<file path="config.mk">
export PLATFORM = sky130hd
export DESIGN_NAME = seg7_scan
export DESIGN_NICKNAME = d
export VERILOG_FILES = /design/src/rtl/seg7_scan.sv
export SDC_FILE = /design/constraint.sdc
export NUM_CORES = 1
export LEC_CHECK = 0
export ABC_AREA = 1
export BUFFER_PORTS_ARGS = -buffer_cell sky130_fd_sc_hd__buf_4
export CORE_MARGIN = 8
export CORE_UTILIZATION = 30
export CTS_BUF_LIST = sky130_fd_sc_hd__clkbuf_8 sky130_fd_sc_hd__clkbuf_16
export CTS_CLUSTER_DIAMETER = 200
export CTS_CLUSTER_SIZE = 24
export DETAILED_ROUTE_END_ITERATION = 8
export PLACE_DENSITY = 0.55
export SLEW_MARGIN = 15
export SYNTH_ARGS = -nofsm -noshare
export SYNTH_HDL_FRONTEND = slang
export SYNTH_SLANG_ARGS = --single-unit
export TNS_END_PERCENT = 10
</file>
<file path="constraint.sdc">
create_clock -name clk -period 1.8 [get_ports clk]
set_clock_uncertainty 0.1 [all_clocks]
set_input_delay 0.45 -clock clk [delete_from_list [all_inputs] [get_ports clk]]
set_output_delay 0.45 -clock clk [all_outputs]
set_load 0.005 [all_outputs]
</file>
<file path="src/rtl/seg7_scan.sv">
// seg7_scan: captures a 16-bit hex word and time-multiplexes it onto a
// 4-digit common-anode 7-segment display. It supports optional
// leading-zero blanking and a decimal-point flash on digit 0 after each load.
module seg7_scan #(
  parameter int unsigned REFRESH_DIV = 100000,
  parameter int unsigned FLASH_SCANS = 50,
  parameter int unsigned BLANK_LZ    = 1
) (
  input  logic        clk,
  input  logic        rst,
  input  logic        load,
  input  logic [15:0] din,
  input  logic        en,
  output logic [6:0]  seg,
  output logic        dp,
  output logic [3:0]  an
);

  localparam int unsigned DIV_W   = (REFRESH_DIV > 1) ? $clog2(REFRESH_DIV) : 1;
  localparam int unsigned FLASH_W = (FLASH_SCANS > 0) ? $clog2(FLASH_SCANS + 1) : 1;

  localparam logic [DIV_W-1:0]   DIV_LAST   = DIV_W'(REFRESH_DIV - 1);
  localparam logic [FLASH_W-1:0] FLASH_INIT = FLASH_W'(FLASH_SCANS);
  localparam logic               LZ_EN      = (BLANK_LZ != 0);

  logic [DIV_W-1:0]   divcnt_q, divcnt_d;
  logic [1:0]         idx_q,    idx_d;
  logic [15:0]        shown_q,  shown_d;
  logic [FLASH_W-1:0] flash_q,  flash_d;
  logic [3:0]         an_q,     an_d;
  logic [6:0]         seg_q,    seg_d;
  logic               dp_q,     dp_d;

  logic               tick;
  logic               scan_end;
  logic [3:0]         nibble;
  logic               lz_dark;
  logic               dark;

  // Hex nibble to active-low {g,f,e,d,c,b,a}
  function automatic logic [6:0] hex_decode(input logic [3:0] v);
    logic [6:0] s;
    case (v)
      4'h0: s = 7'h40;
      4'h1: s = 7'h79;
      4'h2: s = 7'h24;
      4'h3: s = 7'h30;
      4'h4: s = 7'h19;
      4'h5: s = 7'h12;
      4'h6: s = 7'h02;
      4'h7: s = 7'h78;
      4'h8: s = 7'h00;
      4'h9: s = 7'h10;
      4'hA: s = 7'h08;
      4'hB: s = 7'h03;
      4'hC: s = 7'h46;
      4'hD: s = 7'h21;
      4'hE: s = 7'h06;
      default: s = 7'h0E;
    endcase
    return s;
  endfunction

  // Next-state for scan counters, captured word and dp flash counter
  always_comb begin
    tick     = (divcnt_q == DIV_LAST);
    scan_end = tick && (idx_q == 2'd3);
    divcnt_d = tick ? '0 : divcnt_q + DIV_W'(1);
    idx_d    = tick ? idx_q + 2'd1 : idx_q;
    shown_d  = load ? din : shown_q;
    flash_d  = flash_q;
    if (load) begin
      flash_d = FLASH_INIT;
    end else if (scan_end && (flash_q != '0)) begin
      flash_d = flash_q - FLASH_W'(1);
    end
  end

  // Output stage: digit select, decode and blanking for the current slot
  always_comb begin
    nibble  = shown_q[{idx_q, 2'b00} +: 4];
    lz_dark = 1'b0;
    case (idx_q)
      2'd3:    lz_dark = LZ_EN && (shown_q[15:12] == 4'h0);
      2'd2:    lz_dark = LZ_EN && (shown_q[15:8]  == 8'h00);
      2'd1:    lz_dark = LZ_EN && (shown_q[15:4]  == 12'h000);
      default: lz_dark = 1'b0;
    endcase
    dark = !en || lz_dark;
    an_d  = dark ? 4'b1111 : ~(4'b0001 << idx_q);
    seg_d = dark ? 7'h7F   : hex_decode(nibble);
    dp_d  = !((idx_q == 2'd0) && (flash_q != '0) && en);
  end

  // State and output registers with synchronous active-low reset
  always_ff @(posedge clk) begin
    if (!rst) begin
      divcnt_q <= '0;
      idx_q    <= 2'd0;
      shown_q  <= 16'h0000;
      flash_q  <= '0;
      an_q     <= 4'b1111;
      seg_q    <= 7'h7F;
      dp_q     <= 1'b1;
    end else begin
      divcnt_q <= divcnt_d;
      idx_q    <= idx_d;
      shown_q  <= shown_d;
      flash_q  <= flash_d;
      an_q     <= an_d;
      seg_q    <= seg_d;
      dp_q     <= dp_d;
    end
  end

  assign an  = an_q;
  assign seg = seg_q;
  assign dp  = dp_q;

endmodule
</file>
==> reports/results.tsv, run 1 <==
stage	metric	value	unit
layout	Area Growth Syn to Fin	20.6	%
sta	unrepaired setup endpoints after global routing	yes	
synth	top post-synthesis cells by count	nand2_1 (69), nor2_1 (61), dfxtp_1 (53), inv_1 (33)	
die	Rows	34	
min_path	critical hold path startpoint	din[11]	
setup_path	startpoint types	flip-flop	
status	status	finished, final reports clean	
synth	number of synthesized flops with an enable pin	0	
setup_path	Reg-to-Reg Start	divcnt_q[1]$_SDFF_PP0_	
die	die area	12000	um^2
grt	met3 GRT Util	2.52	%
flow_run	max cap viols	0	
grt	vias in the first global route	2208	
synth	area share of the largest cell type after synthesis	40.5	%
route	initial drt markers	87	
route	Routed wire per std cell	11.2	um
pwr	Power per Cell Area	677	nW/um^2
sta	Slew @ Worst Pin	0.413	ns
sta	setup violators final	0	
placed_design	hpwl dp	4390	um
placed_design	# port buffers	31	
setup_path	Critical Path RT	1.88	ns
grt	grt peak-use layer	met2	
clocking	Root Driver	clkbuf_8	
layout	Layout Cells excl Fill	511	
grt	grt met2 use	16.0	%
synth	Area contributors post-synth	dfxtp_1 (41%), nand2_1 (9.9%), nor2_1 (8.7%)	
synth	Syn Inst Count	358	
sta	final worst-path cycle share	95.5	%
clocking	CTS max path bufs	2	
die	core area	8590	um^2
grt	antenna violations before repair	0	
layout	share of layout cells above drive strength 1	21.6	%
sta	fin worst setup slack	0.0814	ns
setup_path	CP Data Arrival Time	1.79	ns
pwr	Static Leak	1.39	nW
synth	post-synth design cell area	2620	um^2
clocking	H-tree Lvls	2	
grt	total grt overflow	0	
layout	nets	436	
grt	first-pass GRT wire length	9710	um
clocking	CTS tree	done	
grt	grt met1 use	12.3	%
route	Pre-antenna DRT Iters	4	
die	num ports	32	
synth	Yosys reg bits	53	
layout	final core occ	36.8	%
synth	syn avg cell area	7.31	um^2
clocking	clk slew on worst S/H paths	0.10	ns
setup_path	Worst Setup SP	divcnt_q[1]$_SDFF_PP0_	
die	starting density of the core	30.5	%
synth	Primary FF master, synth	dfxtp_1	
placed_design	dpl ws	-0.146	ns
pwr	Peak supply drop	386	uV
die	Die Wd	109	um
setup_path	nature of the critical path endpoint	flip-flop	
layout	Fill cells	916	
sta	Hold Fails Final Rpt	0	
sta	min Tclk post-route	1.72	ns
sta	Slew HR	72.2	%
synth	Yosys warnings	0	
grt	pin count of the biggest net entering global routing	19	
clocking	total clock sinks	53	
layout	# diodes	0	
setup_path	critical path class	flip-flop to flip-flop	
route	vias per cell	4.51	
route	vias	2306	
grt	All-Layer GR Usage	9.89	%
placed_design	Inst Count DP	503	
setup_path	Worst Path Max Fanout	15	
synth	cell taking the most area after synthesis	dfxtp_1	
synth	register area share after synthesis	40.5	%
sta	Final Max Tran Viols	0	
synth	count leader, synth	nand2_1	
min_path	Hold WC Path Type	input pin to flip-flop	
route	drt total wl	5740	um
synth	async set-or-reset flop fraction in the synthesized netlist	0	%
clocking	worst skew pair latency	0.30	ns
clocking	cts bufs inserted	5	
route	drt drc	0	
synth	distinct cell type count of the synthesized netlist	35	
sta	Max Clock Freq	0.582	GHz
placed_design	RePlAce Congestion	0.871	
synth	syn nets	392	
route	antenna-violating nets left	0	
die	Die Y	109	um
-- power breakdown --
part	switching (W)	internal (W)
Sequential	0.0000287	0.00122
Clock	0.000376	0.000265
Combinational	0.000136	0.000112
-- per-stage QoR --
stage | hold WS (ns) | area [um^2] | setup TNS, ns | power [W]
2_1_floorplan | 0.329 | 2620 | 0 | 0.00142
3_3_place_gp | 0.361 | 3040 | -0.301 | 0.00152
3_5_place_dp | 0.367 | 3040 | -1.00 | 0.00152
4_1_cts | 0.251 | 3130 | 0 | 0.00218
5_1_grt | 0.254 | 3160 | -0.642 | 0.00228
6_report | 0.262 | 3160 | 0 | 0.00214
-- sequential cells by signal, summed over array words and instances (netlist names) --
register / count
seg: 7
dp: 1
an: 4
shown_q: 16
flash_q: 6
idx_q: 2
divcnt_q: 17
-- worst max-delay path, cell delays in order, from the launching register on --
cell     delay (ns)
dfxtp_1        0.35
ha_1           0.19
nand2_2        0.07
inv_2          0.05
nand2_1        0.07
inv_1          0.09
nand2_2        0.07
nor2_4         0.18
nor2_2         0.08
inv_2          0.24
nor3_1         0.10
-- cells by family (layout without fill, tap and decap cells) --
logic type | after synthesis | count (layout) | share of synthesized area (%)
AOI/OAI and AO/OA | 42 | 42 | 8.70
buffers and inverters | 47 | 92 | 7.69
and+or+nand+nor | 196 | 196 | 34.4
adders and majority gates | 14 | 14 | 6.69
DFF | 53 | 53 | 40.5
xor gates and xnor gates | 6 | 6 | 2.01
-- final timing paths --
kind | endpoint | slack [ns] | cells past startpoint
max | divcnt_q[13]$_SDFF_PP0_ | 0.08 | 10
min | shown_q[11]$_SDFFE_PN0P_ | 0.26 | 3
max reg2reg | divcnt_q[13]$_SDFF_PP0_ | 0.08 | 10
min reg2reg | shown_q[14]$_SDFFE_PN0P_ | 0.38 | 2
-- final cells by class --
class	instances	area [um^2]	area share, %
sequential	53	1060	33.6
inverter	38	144	4.56
multi-input combinational	258	1380	43.7
tap	108	135	4.28
timing repair buffer	46	353	11.2
clock buffer	5	68.8	2.18
clock inverter	3	15.0	0.475
-- what timing repair did --
| action | 4_1_cts | 5_1_grt |
|---|---|---|
| gates resized for setup | 1 | 9 |
| setup endpoints to repair | 11 | 29 |
| buffers inserted | 0 | 0 |
| hold buffers | 0 | 0 |
-- layout by cell type, fill, tap and decap left out, drive strengths merged, types with 2 or more instances in the layout --
cell,synthesis,layout
nor3,11,11
inv,37,39
xnor2,2,2
o21bai,2,2
nor2,69,69
nand4,4,4
xor2,4,4
a21oi,10,10
or2,2,2
ha,14,14
o21ai,26,26
dfxtp,53,53
nand3,28,28
clkbuf,4,5
nor3b,2,2
nand2,79,79
a31oi,2,2
buf,5,46
-- metal layers --
metal	vias to the layer above	part of all wire, %
li1	1225	-
met1	1035	50
met2	42	44
met3	4	5.1
met4	0	1.2
met5	-	0
No activity file was read; power rests on OpenSTA's default activity.
==> run 2: changes to the inputs <==
- CORE_MARGIN: 8 -> 3
==> reports/results.tsv, run 2 (synthesized netlist as in run 1, its figures left out) <==
stage	metric	value	unit	change
pwr	Peak supply drop	339	uV	-12%
die	core area	8340	um^2	-2.9%
die	Rows	33		-2.9%
sta	final worst-path cycle share	93.7	%	-1.8 points
clocking	Root Driver	clkbuf_8		
setup_path	reg2reg setup slack	0.11	ns	+0.03 ns
setup_path	Critical Path RT	1.90	ns	+0.02 ns
clocking	Hold-fix buffers, CTS	0		unchanged
sta	Slew @ Worst Pin	0.473	ns	+0.0593 ns
route	vias	2270		-1.6%
route	drt drc	0		unchanged
grt	antenna violations before repair	0		unchanged
clocking	cts bufs inserted	5		unchanged
placed_design	RePlAce Congestion	0.902		+3.6%
grt	first-pass GRT wire length	9490	um	-2.2%
die	Die Y	99.4	um	-9.1%
sta	Max Clock Freq	0.593	GHz	+1.9%
setup_path	nature of the critical path endpoint	flip-flop		
status	status	finished, final reports clean		
route	initial drt markers	79		-9.2%
setup_path	RR Endpoint	seg[0]$_SDFF_PP1_		
setup_path	critical path class	flip-flop to flip-flop		
min_path	critical hold path startpoint	din[12]		
grt	total grt overflow	0		unchanged
setup_path	CP Cell Sequence	inv_4, nand2_1, nand3_1, nand2_1, buf_4, ha_1, nand2_1, nand2_1, o21ai_0, nand2_1		
layout	share of layout cells above drive strength 1	21.1	%	-0.54 points
grt	All-Layer GR Usage	11.7	%	+1.8 points
min_path	Hold WC Path Type	input pin to flip-flop		
setup_path	path depth of the worst reg2reg path	10		unchanged
layout	max reg flops	17		unchanged
route	drt total wl	5500	um	-4.1%
die	Die Wd	99.4	um	-9.1%
route	Pre-antenna DRT Iters	4		unchanged
placed_design	hpwl dp	4240	um	-3.4%
clocking	CTS tree	done		
setup_path	startpoint types	flip-flop		
layout	final instance area	3130	um^2	-0.87%
sta	Hold Fails Final Rpt	0		unchanged
sta	fin worst setup slack	0.113	ns	+0.0320 ns
grt	vias in the first global route	2144		-2.9%
min_path	hold path depth	3		unchanged
pwr	Static Leak	1.38	nW	-0.96%
setup_path	Crit path top cell by count	nand2_1		
clocking	total clock sinks	53		unchanged
clocking	CTS max path bufs	2		unchanged
layout	commonest non-fill, non-tap cell in the layout	nand2_1		
sta	min Tclk post-route	1.69	ns	-0.0320 ns
setup_path	critical path's top delay family	simple AND/OR/NAND/NOR gates		
die	starting density of the core	31.4	%	+0.92 points
sta	setup violators final	0		unchanged
sta	Final Max Tran Viols	0		unchanged
setup_path	number of buffer and inverter stages on the critical path	2		-1
layout	Area Growth Syn to Fin	19.5	%	
setup_path	Reg-to-Reg Start	idx_q[0]$_SDFFE_PN0P_		
route	Routed wire per std cell	10.9	um	-2.8%
pwr	Power per Cell Area	728	nW/um^2	+7.5%
sta	Worst Hold Slack	0.253	ns	-0.00907 ns
route	vias per cell	4.50		-0.19%
flow_run	max cap viols	0		unchanged
placed_design	# port buffers	31		unchanged
sta	Slew HR	68.5	%	-3.8 points
setup_path	Worst path max stage delay	0.38	ns	+0.03 ns
sta	unrepaired setup endpoints after global routing	yes		
clocking	clk slew on worst S/H paths	0.09	ns	about the same
die	num ports	32		unchanged
route	antenna-violating nets left	0		unchanged
clocking	worst skew pair latency	0.31	ns	about the same
layout	largest register by flop count	divcnt_q		
grt	pin count of the biggest net entering global routing	24		+5
setup_path	Worst Path Max Fanout	9		-6
setup_path	CP Data Arrival Time	1.79	ns	about the same
setup_path	crit path max-delay cell type	dfxtp_4		
min_path	WHS Endpoint	shown_q[12]$_SDFFE_PN0P_		
placed_design	dpl ws	0.0353	ns	+0.182 ns
layout	final core occ	37.5	%	+0.78 points
placed_design	placed instance area	3010	um^2	-1.1%
die	die area	9890	um^2	-17%
clocking	H-tree Lvls	2		unchanged
layout	commonest non-fill, non-tap cells in the layout	nand2_1 (69), nor2_1 (61), dfxtp_1 (50)		
layout	# diodes	0		unchanged
layout	nets	433		-0.69%
run 2: cell type report:
cell class | count | area [um^2]
Clock inverter | 2 | 35.0
Timing Repair Buffer | 43 | 323
Fill cell | 888 | 5210
Sequential cell | 53 | 1070
Inverter | 38 | 146
Tap cell | 105 | 131
Multi-Input combinational cell | 258 | 1360
Clock buffer | 5 | 68.8
run 2: through the flow:
step	total power, W	instances	TNS [ns]
global route	0.00239	504	-0.0981
CTS	0.00232	503	0
detailed placement	0.00152	496	0
floorplan	0.00142	358	0
finish	0.00228	504	0
global placement	0.00152	496	0
run 2: timing repair:
item,CTS,global route
resized for setup,0,8
setup endpoints to repair,0,28
buffers inserted,0,1
run 2: worst max-delay path by stage:
| stage | startpoint | endpoint | cells after the start |
|---|---|---|---|
| after floorplan | idx_q[0]$_SDFFE_PN0P_ | seg[3]$_SDFF_PP1_ | 12 |
| after global placement | idx_q[0]$_SDFFE_PN0P_ | seg[3]$_SDFF_PP1_ | 10 |
| after detailed placement | idx_q[0]$_SDFFE_PN0P_ | seg[3]$_SDFF_PP1_ | 10 |
| after CTS | idx_q[0]$_SDFFE_PN0P_ | seg[3]$_SDFF_PP1_ | 10 |
| after global routing | idx_q[0]$_SDFFE_PN0P_ | seg[0]$_SDFF_PP1_ | 10 |
| final | idx_q[0]$_SDFFE_PN0P_ | seg[0]$_SDFF_PP1_ | 10 |
run 2: per-layer routing:
| layer | GRT usage (%) | vias to the layer above | wire [um] |
|---|---|---|---|
| li1 | - | 1219 | - |
| met2 | 18.3 | 39 | 2360 |
| met5 | 0 | - | 0 |
| met3 | 1.89 | 9 | 193 |
| met1 | 16.0 | 1003 | 2850 |
| met4 | 4.73 | 0 | 96 |
run 2: worst reg2reg max path: stages, from the launching register on:
cell and delay, ns:
dfxtp_4 0.38, inv_4 0.10, nand2_1 0.06, nand3_1 0.09, nand2_1 0.08, buf_4 0.15, ha_1 0.23, nand2_1 0.08
nand2_1 0.06, o21ai_0 0.16, nand2_1 0.08
run 2: where the power goes:
part           internal [W]  leakage, nW  switching, W  total [W]
sequential          0.00122        0.436     0.0000291    0.00125
clock              0.000405       0.0540      0.000381   0.000786
combinational      0.000111        0.889      0.000132   0.000243
total               0.00174         1.38      0.000542    0.00228
==> run 3: changes to the inputs <==
- REMOVE_ABC_BUFFERS: not set -> 1
==> reports/results.tsv, run 3 (synthesized netlist as in run 1, its figures left out) <==
stage	metric	value	unit	change
sta	TNS Setup	0	ns	unchanged
route	Routed wire per std cell	11.0	um	+0.54%
pwr	Int Pwr	0.00164	W	-5.6%
sta	final worst-path cycle share	92.3	%	-1.4 points
pwr	Sw Ratio	25.0	%	+1.2 points
setup_path	Crit path top cell by count	nand2_1		
clocking	CTS max path bufs	2		unchanged
placed_design	placed instance area	2980	um^2	-1.0%
sta	Slew HR	72.5	%	+4.0 points
setup_path	Critical Path RT	1.90	ns	about the same
layout	max reg flops	17		unchanged
die	Die Wd	99.4	um	unchanged
route	vias	2233		-1.6%
route	drt total wl	5500	um	about the same
setup_path	startpoint types	flip-flop		
layout	# diodes	0		unchanged
placed_design	RePlAce Congestion	0.876		-2.9%
pwr	Peak supply drop	228	uV	-33%
pwr	sequential share of power	57.2	%	+2.4 points
clocking	total clock sinks	53		unchanged
setup_path	CP Cell Sequence	ha_2, nand2_2, inv_2, nand2_1, inv_2, nand2_2, nor2_4, nand2_4, nand2_1, nand2_1, o21bai_1, inv_1		
clocking	Root Driver	clkbuf_8		
sta	Final Max Tran Viols	0		unchanged
die	Rows	33		unchanged
status	status	finished, final reports clean		
grt	first-pass GRT wire length	9380	um	-1.2%
clocking	H-tree Lvls	2		unchanged
die	starting density of the core	31.4	%	unchanged
layout	largest register by flop count	divcnt_q		
flow_run	max cap viols	0		unchanged
placed_design	# port buffers	31		unchanged
pwr	Static Leak	1.35	nW	-2.1%
grt	pin count of the biggest net entering global routing	18		-25%
sta	Max Clock Freq	0.602	GHz	+1.5%
layout	commonest non-fill, non-tap cell in the layout	nand2_1		
setup_path	critical path class	flip-flop to flip-flop		
sta	min Tclk post-route	1.66	ns	-0.0250 ns
clocking	CTS tree	done		
clocking	Hold-fix buffers, CTS	0		unchanged
pwr	Comb pwr share	11.2	%	+0.5 points
die	core area	8340	um^2	unchanged
setup_path	CP Data Arrival Time	1.77	ns	-0.02 ns
grt	All-Layer GR Usage	11.6	%	-0.091 points
route	initial drt markers	89		+13%
setup_path	Worst path max stage delay	0.35	ns	-0.03 ns
sta	Slew @ Worst Pin	0.413	ns	-0.0598 ns
layout	Area Growth Syn to Fin	18.8	%	
die	num ports	32		unchanged
grt	antenna violations before repair	0		unchanged
grt	vias in the first global route	2128		-0.75%
layout	share of layout cells above drive strength 1	22.2	%	+1.2 points
route	drt drc	0		unchanged
pwr	Power per Cell Area	702	nW/um^2	-3.5%
setup_path	Worst Path Max Fanout	6		-3
placed_design	dpl ws	0.0671	ns	+0.0318 ns
clocking	cts bufs inserted	5		unchanged
sta	fin worst setup slack	0.138	ns	+0.0250 ns
setup_path	crit path max-delay cell type	dfxtp_2		
layout	final instance area	3110	um^2	-0.60%
grt	total grt overflow	0		unchanged
min_path	Hold WC Path Type	input pin to flip-flop		
setup_path	number of buffer and inverter stages on the critical path	3		+1
route	Pre-antenna DRT Iters	4		unchanged
sta	Hold Fails Final Rpt	0		unchanged
sta	setup violators final	0		unchanged
setup_path	nature of the critical path endpoint	flip-flop		
die	Die Y	99.4	um	unchanged
placed_design	hpwl dp	4090	um	-3.6%
die	die area	9890	um^2	unchanged
clocking	worst skew pair latency	0.30	ns	about the same
sta	unrepaired setup endpoints after global routing	yes		
layout	final core occ	37.3	%	-0.23 points
setup_path	critical path's top delay family	simple AND/OR/NAND/NOR gates		
route	vias per cell	4.46		-1.0%
layout	commonest non-fill, non-tap cells in the layout	nand2_1 (67), nor2_1 (61), dfxtp_1 (50)		
pwr	clock power share	31.5	%	-3.0 points
pwr	Switch Pwr	0.000546	W	+0.72%
clocking	clk slew on worst S/H paths	0.09	ns	about the same
layout	nets	430		-0.69%
route	antenna-violating nets left	0		unchanged
[run 3: power by group through the flow]
stage / Combinational (W) / Clock (W) / Sequential (W)
floorplan: 0.000135 / 0 / 0.00127
global placement: 0.000235 / 0 / 0.00128
detailed placement: 0.000237 / 0 / 0.00128
CTS: 0.000238 / 0.000741 / 0.00125
global route: 0.000283 / 0.000773 / 0.00126
finish: 0.000245 / 0.000689 / 0.00125
[run 3: tightest hold or removal path: cells and delay by family]
| kind | cells | cell delay (ns) |
|---|---|---|
| simple gates | 2 | 0.11 |
| buf+inv | 1 | 0.07 |
[run 3: metrics by stage]
| step | power, W | hold slack [ns] | std cells |
|---|---|---|---|
| 6_report | 0.00218 | 0.259 | 501 |
| 3_3_place_gp | 0.00151 | 0.342 | 492 |
| 5_1_grt | 0.00231 | 0.252 | 501 |
| 3_5_place_dp | 0.00151 | 0.358 | 492 |
| 4_1_cts | 0.00223 | 0.241 | 499 |
| 2_1_floorplan | 0.00141 | 0.329 | 349 |
[run 3: final timing paths]
kind / from / endpoint / slack [ns] / cells after the start
worst min register to register: divcnt_q[0]$_SDFF_PP0_ / divcnt_q[0]$_SDFF_PP0_ / 0.33 / 1
worst max register to register: divcnt_q[0]$_SDFF_PP0_ / flash_q[1]$_SDFFE_PN0P_ / 0.14 / 12
worst min-delay path: din[9] / shown_q[9]$_SDFFE_PN0P_ / 0.26 / 3
worst max-delay path: divcnt_q[0]$_SDFF_PP0_ / flash_q[1]$_SDFFE_PN0P_ / 0.14 / 12
[run 3: repair_timing]
action | CTS | global route
endpoints found under the setup margin | 0 | 27
resized for setup | 0 | 17
buffers inserted | 0 | 2
[run 3: layout make-up]
type	instances	area, um^2
inverter	38	149
timing repair buffer	40	304
sequential	53	1060
multi-input combinational	258	1370
clock buffer	6	82.6
clock inverter	1	7.51
tap	105	131
fill	917	5230
[run 3: layer usage]
layer	global-route usage [%]	routed length [um]	share of wire [%]	vias to the layer above
met5	0	0	0	-
met3	2.66	170	3.1	2
met1	15.9	2840	52	984
met2	17.9	2460	45	34
met4	3.89	34	0.62	0
li1	-	-	-	1213
